File: src/rtl/gcd_host_if.sv
// Bundle of operand, GCD-processor and result handshake signals for gcd_host.
// master = surrounding environment, slave = the host itself.
interface gcd_host_if;
  logic       op_valid;
  logic       op_ready;
  logic [3:0] op_a;
  logic [3:0] op_b;
  logic [3:0] g_a;
  logic [3:0] g_b;
  logic       g_req;
  logic       g_avail;
  logic       g_busy;
  logic       g_valid;
  logic [3:0] g_gcd;
  logic       res_valid;
  logic       res_ready;
  logic [3:0] res_a;
  logic [3:0] res_b;
  logic [3:0] res_gcd;
  logic       res_err;
  logic [7:0] done_cnt;

  modport master (
    output op_valid, op_a, op_b, g_busy, g_valid, g_gcd, res_ready,
    input  op_ready, g_a, g_b, g_req, g_avail,
           res_valid, res_a, res_b, res_gcd, res_err, done_cnt
  );

  modport slave (
    input  op_valid, op_a, op_b, g_busy, g_valid, g_gcd, res_ready,
    output op_ready, g_a, g_b, g_req, g_avail,
           res_valid, res_a, res_b, res_gcd, res_err, done_cnt
  );
endinterface

File: src/rtl/gcd_host.sv
// GCD host: queues operand pairs, issues them one at a time to an external GCD
// processor, and holds each echoed result (or timeout error) for downstream.
module gcd_host #(
  parameter int unsigned DEPTH = 4,
  parameter int unsigned TMO   = 63
) (
  input logic       clk,
  input logic       rst_n,
  gcd_host_if.slave bus_io
);
  localparam int unsigned AW       = $clog2(DEPTH);
  localparam logic [7:0]  TMO_LAST = 8'(TMO - 1);

  typedef enum logic [1:0] {
    S_IDLE = 2'd0,
    S_REQ  = 2'd1,
    S_WAIT = 2'd2,
    S_HOLD = 2'd3
  } state_e;

  state_e      state_q, state_d;
  logic [3:0]  fifo_a_q [DEPTH];
  logic [3:0]  fifo_b_q [DEPTH];
  logic [AW:0] wr_ptr_q, wr_ptr_d;
  logic [AW:0] rd_ptr_q, rd_ptr_d;
  logic [7:0]  tmo_q, tmo_d;
  logic [3:0]  g_a_q, g_a_d, g_b_q, g_b_d;
  logic        g_req_q, g_req_d, g_avail_q, g_avail_d;
  logic        res_valid_q, res_valid_d, res_err_q, res_err_d;
  logic [3:0]  res_a_q, res_a_d, res_b_q, res_b_d, res_gcd_q, res_gcd_d;
  logic [7:0]  done_cnt_q, done_cnt_d;
  logic        full_s, empty_s, push_s, pop_s, active_s, cap_s, tmo_hit_s;

  // Pointers carry one extra wrap bit so full and empty are distinguishable.
  assign empty_s   = (wr_ptr_q == rd_ptr_q);
  assign full_s    = (wr_ptr_q[AW] != rd_ptr_q[AW]) &&
                     (wr_ptr_q[AW-1:0] == rd_ptr_q[AW-1:0]);
  assign push_s    = bus_io.op_valid && !full_s;
  assign pop_s     = (state_q == S_IDLE) && !empty_s && !res_valid_q;
  assign active_s  = (state_q == S_REQ) || (state_q == S_WAIT);
  assign cap_s     = ((state_q == S_REQ) && bus_io.g_busy && bus_io.g_valid) ||
                     ((state_q == S_WAIT) && bus_io.g_valid && g_avail_q);
  assign tmo_hit_s = active_s && (tmo_q == TMO_LAST) && !cap_s;

  assign bus_io.op_ready  = !full_s;
  assign bus_io.g_a       = g_a_q;
  assign bus_io.g_b       = g_b_q;
  assign bus_io.g_req     = g_req_q;
  assign bus_io.g_avail   = g_avail_q;
  assign bus_io.res_valid = res_valid_q;
  assign bus_io.res_a     = res_a_q;
  assign bus_io.res_b     = res_b_q;
  assign bus_io.res_gcd   = res_gcd_q;
  assign bus_io.res_err   = res_err_q;
  assign bus_io.done_cnt  = done_cnt_q;

  // FSM state register.
  always_ff @(posedge clk or negedge rst_n) begin
    if (!rst_n) begin
      state_q <= S_IDLE;
    end else begin
      state_q <= state_d;
    end
  end

  // FSM next-state logic; a capture or timeout always ends in HOLD.
  always_comb begin
    state_d = state_q;
    case (state_q)
      S_IDLE: begin
        if (pop_s) state_d = S_REQ;
        else       state_d = S_IDLE;
      end
      S_REQ: begin
        if (cap_s || tmo_hit_s)  state_d = S_HOLD;
        else if (bus_io.g_busy)  state_d = S_WAIT;
        else                     state_d = S_REQ;
      end
      S_WAIT: begin
        if (cap_s || tmo_hit_s) state_d = S_HOLD;
        else                    state_d = S_WAIT;
      end
      S_HOLD: begin
        if (!bus_io.g_valid && !bus_io.g_busy) state_d = S_IDLE;
        else                                   state_d = S_HOLD;
      end
      default: state_d = S_IDLE;
    endcase
  end

  // FSM output decode from the next state so g_req/g_avail come out registered.
  always_comb begin
    g_req_d   = 1'b0;
    g_avail_d = 1'b0;
    case (state_d)
      S_REQ:   g_req_d   = 1'b1;
      S_WAIT:  g_avail_d = 1'b1;
      default: begin
        g_req_d   = 1'b0;
        g_avail_d = 1'b0;
      end
    endcase
  end

  // Datapath next-state: FIFO pointers, issued operands, timeout and result.
  always_comb begin
    wr_ptr_d    = push_s ? (wr_ptr_q + {{AW{1'b0}}, 1'b1}) : wr_ptr_q;
    rd_ptr_d    = pop_s  ? (rd_ptr_q + {{AW{1'b0}}, 1'b1}) : rd_ptr_q;
    g_a_d       = g_a_q;
    g_b_d       = g_b_q;
    tmo_d       = tmo_q;
    res_valid_d = res_valid_q;
    res_err_d   = res_err_q;
    res_a_d     = res_a_q;
    res_b_d     = res_b_q;
    res_gcd_d   = res_gcd_q;
    done_cnt_d  = done_cnt_q;

    if (pop_s) begin
      g_a_d = fifo_a_q[rd_ptr_q[AW-1:0]];
      g_b_d = fifo_b_q[rd_ptr_q[AW-1:0]];
    end else begin
      g_a_d = g_a_q;
      g_b_d = g_b_q;
    end

    if (state_d != state_q) tmo_d = 8'd0;
    else if (active_s)      tmo_d = tmo_q + 8'd1;
    else                    tmo_d = tmo_q;

    if (cap_s) begin
      res_valid_d = 1'b1;
      res_err_d   = 1'b0;
      res_a_d     = g_a_q;
      res_b_d     = g_b_q;
      res_gcd_d   = bus_io.g_gcd;
      done_cnt_d  = done_cnt_q + 8'd1;
    end else if (tmo_hit_s) begin
      res_valid_d = 1'b1;
      res_err_d   = 1'b1;
      res_a_d     = g_a_q;
      res_b_d     = g_b_q;
      res_gcd_d   = 4'd0;
      done_cnt_d  = done_cnt_q + 8'd1;
    end else if (res_valid_q && bus_io.res_ready) begin
      res_valid_d = 1'b0;
    end else begin
      res_valid_d = res_valid_q;
    end
  end

  // Operand FIFO storage.
  always_ff @(posedge clk or negedge rst_n) begin
    if (!rst_n) begin
      for (int i = 0; i < DEPTH; i++) begin
        fifo_a_q[i] <= 4'd0;
        fifo_b_q[i] <= 4'd0;
      end
    end else if (push_s) begin
      fifo_a_q[wr_ptr_q[AW-1:0]] <= bus_io.op_a;
      fifo_b_q[wr_ptr_q[AW-1:0]] <= bus_io.op_b;
    end
  end

  // Datapath and output registers.
  always_ff @(posedge clk or negedge rst_n) begin
    if (!rst_n) begin
      wr_ptr_q    <= '0;
      rd_ptr_q    <= '0;
      g_a_q       <= 4'd0;
      g_b_q       <= 4'd0;
      g_req_q     <= 1'b0;
      g_avail_q   <= 1'b0;
      tmo_q       <= 8'd0;
      res_valid_q <= 1'b0;
      res_err_q   <= 1'b0;
      res_a_q     <= 4'd0;
      res_b_q     <= 4'd0;
      res_gcd_q   <= 4'd0;
      done_cnt_q  <= 8'd0;
    end else begin
      wr_ptr_q    <= wr_ptr_d;
      rd_ptr_q    <= rd_ptr_d;
      g_a_q       <= g_a_d;
      g_b_q       <= g_b_d;
      g_req_q     <= g_req_d;
      g_avail_q   <= g_avail_d;
      tmo_q       <= tmo_d;
      res_valid_q <= res_valid_d;
      res_err_q   <= res_err_d;
      res_a_q     <= res_a_d;
      res_b_q     <= res_b_d;
      res_gcd_q   <= res_gcd_d;
      done_cnt_q  <= done_cnt_d;
    end
  end
endmodule

File: src/flat_wrapper.sv
// flat-port wrapper written by rule: the top's interface ports become plain ports
module gcd_host_flat 
#(
  parameter int unsigned DEPTH = 4,
  parameter int unsigned TMO   = 63
)
  (clk, rst_n, bus_io_op_valid, bus_io_op_a, bus_io_op_b, bus_io_g_busy, bus_io_g_valid, bus_io_g_gcd, bus_io_res_ready, bus_io_op_ready, bus_io_g_a, bus_io_g_b, bus_io_g_req, bus_io_g_avail, bus_io_res_valid, bus_io_res_a, bus_io_res_b, bus_io_res_gcd, bus_io_res_err, bus_io_done_cnt);
  gcd_host_if bus_io_i ();
  input logic clk;
  input logic rst_n;
  input wire logic [$bits(bus_io_i.op_valid)-1:0] bus_io_op_valid;
  input wire logic [$bits(bus_io_i.op_a)-1:0] bus_io_op_a;
  input wire logic [$bits(bus_io_i.op_b)-1:0] bus_io_op_b;
  input wire logic [$bits(bus_io_i.g_busy)-1:0] bus_io_g_busy;
  input wire logic [$bits(bus_io_i.g_valid)-1:0] bus_io_g_valid;
  input wire logic [$bits(bus_io_i.g_gcd)-1:0] bus_io_g_gcd;
  input wire logic [$bits(bus_io_i.res_ready)-1:0] bus_io_res_ready;
  output wire logic [$bits(bus_io_i.op_ready)-1:0] bus_io_op_ready;
  output wire logic [$bits(bus_io_i.g_a)-1:0] bus_io_g_a;
  output wire logic [$bits(bus_io_i.g_b)-1:0] bus_io_g_b;
  output wire logic [$bits(bus_io_i.g_req)-1:0] bus_io_g_req;
  output wire logic [$bits(bus_io_i.g_avail)-1:0] bus_io_g_avail;
  output wire logic [$bits(bus_io_i.res_valid)-1:0] bus_io_res_valid;
  output wire logic [$bits(bus_io_i.res_a)-1:0] bus_io_res_a;
  output wire logic [$bits(bus_io_i.res_b)-1:0] bus_io_res_b;
  output wire logic [$bits(bus_io_i.res_gcd)-1:0] bus_io_res_gcd;
  output wire logic [$bits(bus_io_i.res_err)-1:0] bus_io_res_err;
  output wire logic [$bits(bus_io_i.done_cnt)-1:0] bus_io_done_cnt;
  assign bus_io_i.op_valid = bus_io_op_valid;
  assign bus_io_i.op_a = bus_io_op_a;
  assign bus_io_i.op_b = bus_io_op_b;
  assign bus_io_i.g_busy = bus_io_g_busy;
  assign bus_io_i.g_valid = bus_io_g_valid;
  assign bus_io_i.g_gcd = bus_io_g_gcd;
  assign bus_io_i.res_ready = bus_io_res_ready;
  assign bus_io_op_ready = bus_io_i.op_ready;
  assign bus_io_g_a = bus_io_i.g_a;
  assign bus_io_g_b = bus_io_i.g_b;
  assign bus_io_g_req = bus_io_i.g_req;
  assign bus_io_g_avail = bus_io_i.g_avail;
  assign bus_io_res_valid = bus_io_i.res_valid;
  assign bus_io_res_a = bus_io_i.res_a;
  assign bus_io_res_b = bus_io_i.res_b;
  assign bus_io_res_gcd = bus_io_i.res_gcd;
  assign bus_io_res_err = bus_io_i.res_err;
  assign bus_io_done_cnt = bus_io_i.done_cnt;
  gcd_host #(.DEPTH(DEPTH), .TMO(TMO)) u_core (.clk(clk), .rst_n(rst_n), .bus_io(bus_io_i));
endmodule
File: config.mk
export PLATFORM = sky130hd
export DESIGN_NAME = gcd_host_flat
export DESIGN_NICKNAME = d
export VERILOG_FILES = /design/src/rtl/gcd_host_if.sv /design/src/rtl/gcd_host.sv /design/src/flat_wrapper.sv
export SDC_FILE = /design/constraint.sdc
export NUM_CORES = 1
export LEC_CHECK = 0
export BUFFER_PORTS_ARGS = -buffer_cell sky130_fd_sc_hd__buf_2
export CORE_MARGIN = 1.5
export CORE_UTILIZATION = 54
export CTS_BUF_LIST = sky130_fd_sc_hd__clkbuf_4
export DETAILED_ROUTE_END_ITERATION = 10
export GPL_ROUTABILITY_DRIVEN = 0
export HOLD_SLACK_MARGIN = 0.1
export PLACE_DENSITY = 0.75
export SYNTH_ARGS = -nofsm -noshare
export SYNTH_HDL_FRONTEND = slang
export SYNTH_SLANG_ARGS = --single-unit
File: constraint.sdc
create_clock -name clk -period 4.6 [get_ports clk]
set_clock_uncertainty 0.05 [all_clocks]
set_input_delay 0.46 -clock clk [delete_from_list [all_inputs] [get_ports clk]]
set_output_delay 0.46 -clock clk [all_outputs]
set_load 0.01 [all_outputs]
==> results.tsv <==
stage	metric	value	unit
floorplan	pin_count	51	
synth	syn_avg_cell_area	14.4	um^2
final_layout	regArea	2000	um^2
critical_path	rr_startpoint	u_core.state_q[0]	
timing	min_period	2.62	ns
grt	grt_start_max_net_pins	81	
final_layout	num_antenna_cells	0	
synth	synth_largest_area_cell	dfrtp_1	
final_layout	multi_input_area	1660	um^2
synth	yosysWarnings	0	
place	numPortBuffers	50	
grt	grtUsageTotal	18.9	%
synth	synth-edff-count	0	
power	fin_total_pwr	3.12	mW
synth	synthSimpleGateAreaFrac	7.71	%
synth	synth_top_family_by_area	multiplexers	
clocking	ctsLongestPathBuffers	2	
synth	synth_cell_types	44	
timing	max_freq	381	MHz
clocking	numCtsBuffers	9	
timing	tns	0	ns
synth	synth_mux_area_share	20.4	%
status	status	completed	
final_layout	layout_commonest_cell	dfrtp_1	
critical_path	r2r_cells	7	
critical_path	cp.required	4.86	ns
timing	hold_viol	0	
synth	synth_xor_area_share	6.04	%
timing	tightest_slew	0.981	ns
synth	synth_seq_cells	80	
synth	synth_ff_type	dfrtp_1	
final_layout	final_cell_mix	80 x dfrtp_1, 49 x mux2_2, 49 x buf_2	
run	cap_violations	0	
drt	drtIter0Drc	71	
clocking	cts_sinks	80	
timing	fin_crit_sh	57.0	%
clocking	clkLatencyLatePin	0.41	ns
drt	remaining_drc_errors	0	
floorplan	die-width	86.3	um
final_layout	fillCellCount	537	
critical_path	cp_max_fo	9	
place	dp_hpwl	4.50	mm
drt	routed_wire_length_per_instance	16.6	um
timing	slew_viol_final	0	
synth	syn_inst	261	
grt	overflow	0	
critical_path	crit_slowest_cell	dfrtp_1	
floorplan	start_util	55.5	%
worst_hold_path	min_path_type	in -> async	
synth	ys_seq_area_share	53.4	%
final_layout	syn_to_final_growth	12.0	%
synth	synthArstFlopShare	100	%
drt	drt-pass1-iter-count	4	
final_layout	finish.utilization	62.1	%
drt	ant_nets	0	
floorplan	core	6760	um^2
timing	setup_viol	0	
clocking	path_clk_slew	0.12	ns
power	p_leak	1.94	nW
timing	relSlewSlack	34.6	%
final_layout	layout-drive-gt1-share	42.0	%
critical_path	max_stage_delay	0.42	ns
critical_path	worst-r2r-setup-slack	1.98	ns
timing	grt_setup_unrepaired	false	
drt	wl	6.61	mm
critical_path	r2r-end	u_core.tmo_q[1]	
clocking	cts_resized	0	
clocking	h-tree-depth	3	
clocking	cts_hold_buffers	0	
critical_path	critPathLaunch	u_core.state_q[0]	
power	vdd_drop_max	0.383	mV
critical_path	crit_chain	inv_1 > ha_1 > and4bb_4 > a32o_1 > o32a_4 > xnor2_4 > a2111oi_4	
synth	syn_area	3750	um^2
grt	grt_pass1_wl	10.6	mm
clocking	cts-root-buf	clkbuf_4	
floorplan	row_count	30	
critical_path	start_kind	register	
drt	vias	2249	
clocking	cts_tree	done	
floorplan	dieArea	7450	um^2
clocking	postCtsSetupBuffers	0	
floorplan	die_h	86.3	um
critical_path	cp.arrival	2.88	ns
drt	vias_per_cell	5.64	
grt	grt_antenna_before_repair	0	
place	dp.cells	384	
final_layout	final_cell_count_no_fill	399	
grt	grt_pass1_vias	2203	
critical_path	crit_path_end	u_core.tmo_q[1]	
power	p_per_area	743	nW/um^2
synth	ys_top_cells_by_area	dfrtp_1 53%, mux2_2 15%, ha_1 4.3%	
final_layout	nets	346	
timing	holdWs	0.139	ns
synth	synth_compound_area_share	5.68	%
critical_path	crit_path_end_kind	register	
synth	synthAdderAreaFrac	4.34	%
synth	yosysTopAreaCellShare	53.4	%
critical_path	worstSetupPathType	reg -> reg	
synth	synth_nets	292	
-- worst max-delay path: cells and delay by family (launching register included) --
family	cells	cell delay, ns
AOI/OAI and AO/OA	3	0.97
DFF	1	0.42
adders and majority gates	1	0.40
and+or+nand+nor	1	0.28
buffers and inverters	1	0.22
xor gates and xnor gates	1	0.18
-- metrics by stage --
stage | cell area [um^2] | worst slack, ns
6_report | 4200 | 1.98
5_1_grt | 4200 | 1.89
4_1_cts | 4200 | 1.96
3_5_place_dp | 4040 | 1.99
3_3_place_gp | 4040 | 2.08
2_1_floorplan | 3750 | 2.18
-- final cells by class --
class / instances / area share, %
inverter: 7 / 0.626
timing repair buffer: 51 / 6.20
clock inverter: 6 / 2.03
clock buffer: 9 / 1.61
multi-input combinational: 166 / 39.4
sequential: 80 / 47.7
tap: 80 / 2.39
-- sequential cells by signal, indices dropped and copies added (netlist names), 4 cells and up --
register / flops
u_core.bus_io.g_a: 4
u_core.bus_io.res_a: 4
u_core.fifo_a_q: 16
u_core.tmo_q: 8
u_core.fifo_b_q: 16
u_core.bus_io.done_cnt: 8
u_core.bus_io.g_b: 4
u_core.bus_io.res_gcd: 4
u_core.bus_io.res_b: 4
-- synth_stat cells, types with 2 or more instances --
cell type and n:
a21oi_1 2, a22o_1 5, and2_1 3, and3_1 3
buf_2 3, buf_4 2, buf_6 3, dfrtp_1 80
ha_1 13, inv_1 7, mux2_2 49, mux4_1 3
mux4_2 5, nand2_1 6, nand2_2 4, nand3_1 5
nand4_1 2, nand4b_1 2, nor2_1 9, nor3_1 9
o21ai_0 5, xnor2_1 9, xor2_1 10, xor2_2 2
-- power by group --
part	internal [mW]	switching, mW
registers	1.02	0.239
clock network	0.216	0.228
logic	0.759	0.658
-- cell families after synthesis --
logic type / count (synthesis)
fa+ha+maj: 13
mux: 59
buf+inv: 15
flops: 80
simple gates: 51
xor+xnor: 22
compound gates: 21
-- routing by layer --
layer,vias to the layer above,share of wire [%],wire length [um],global-route usage [%]
met4,0,1.2,77,5.28
met3,10,5.7,377,7.05
met1,1122,46,3020,23.7
met5,-,0,0,0
li1,1054,-,-,-
met2,63,47,3130,31.0
-- worst min-delay path by stage --
stage	start	to	depth (start not counted)
after global placement	u_core.bus_io.done_cnt[7]	u_core.bus_io.done_cnt[7]	1
after CTS	bus_io_res_ready	u_core.bus_io.res_valid	2
after detailed placement	u_core.bus_io.done_cnt[7]	u_core.bus_io.done_cnt[7]	1
after floorplan	rst_n	u_core.bus_io.done_cnt[0]	0
final	rst_n	u_core.tmo_q[7]	1
after global routing	bus_io_res_ready	u_core.bus_io.res_valid	2
Power figures use the tool's default switching activity.
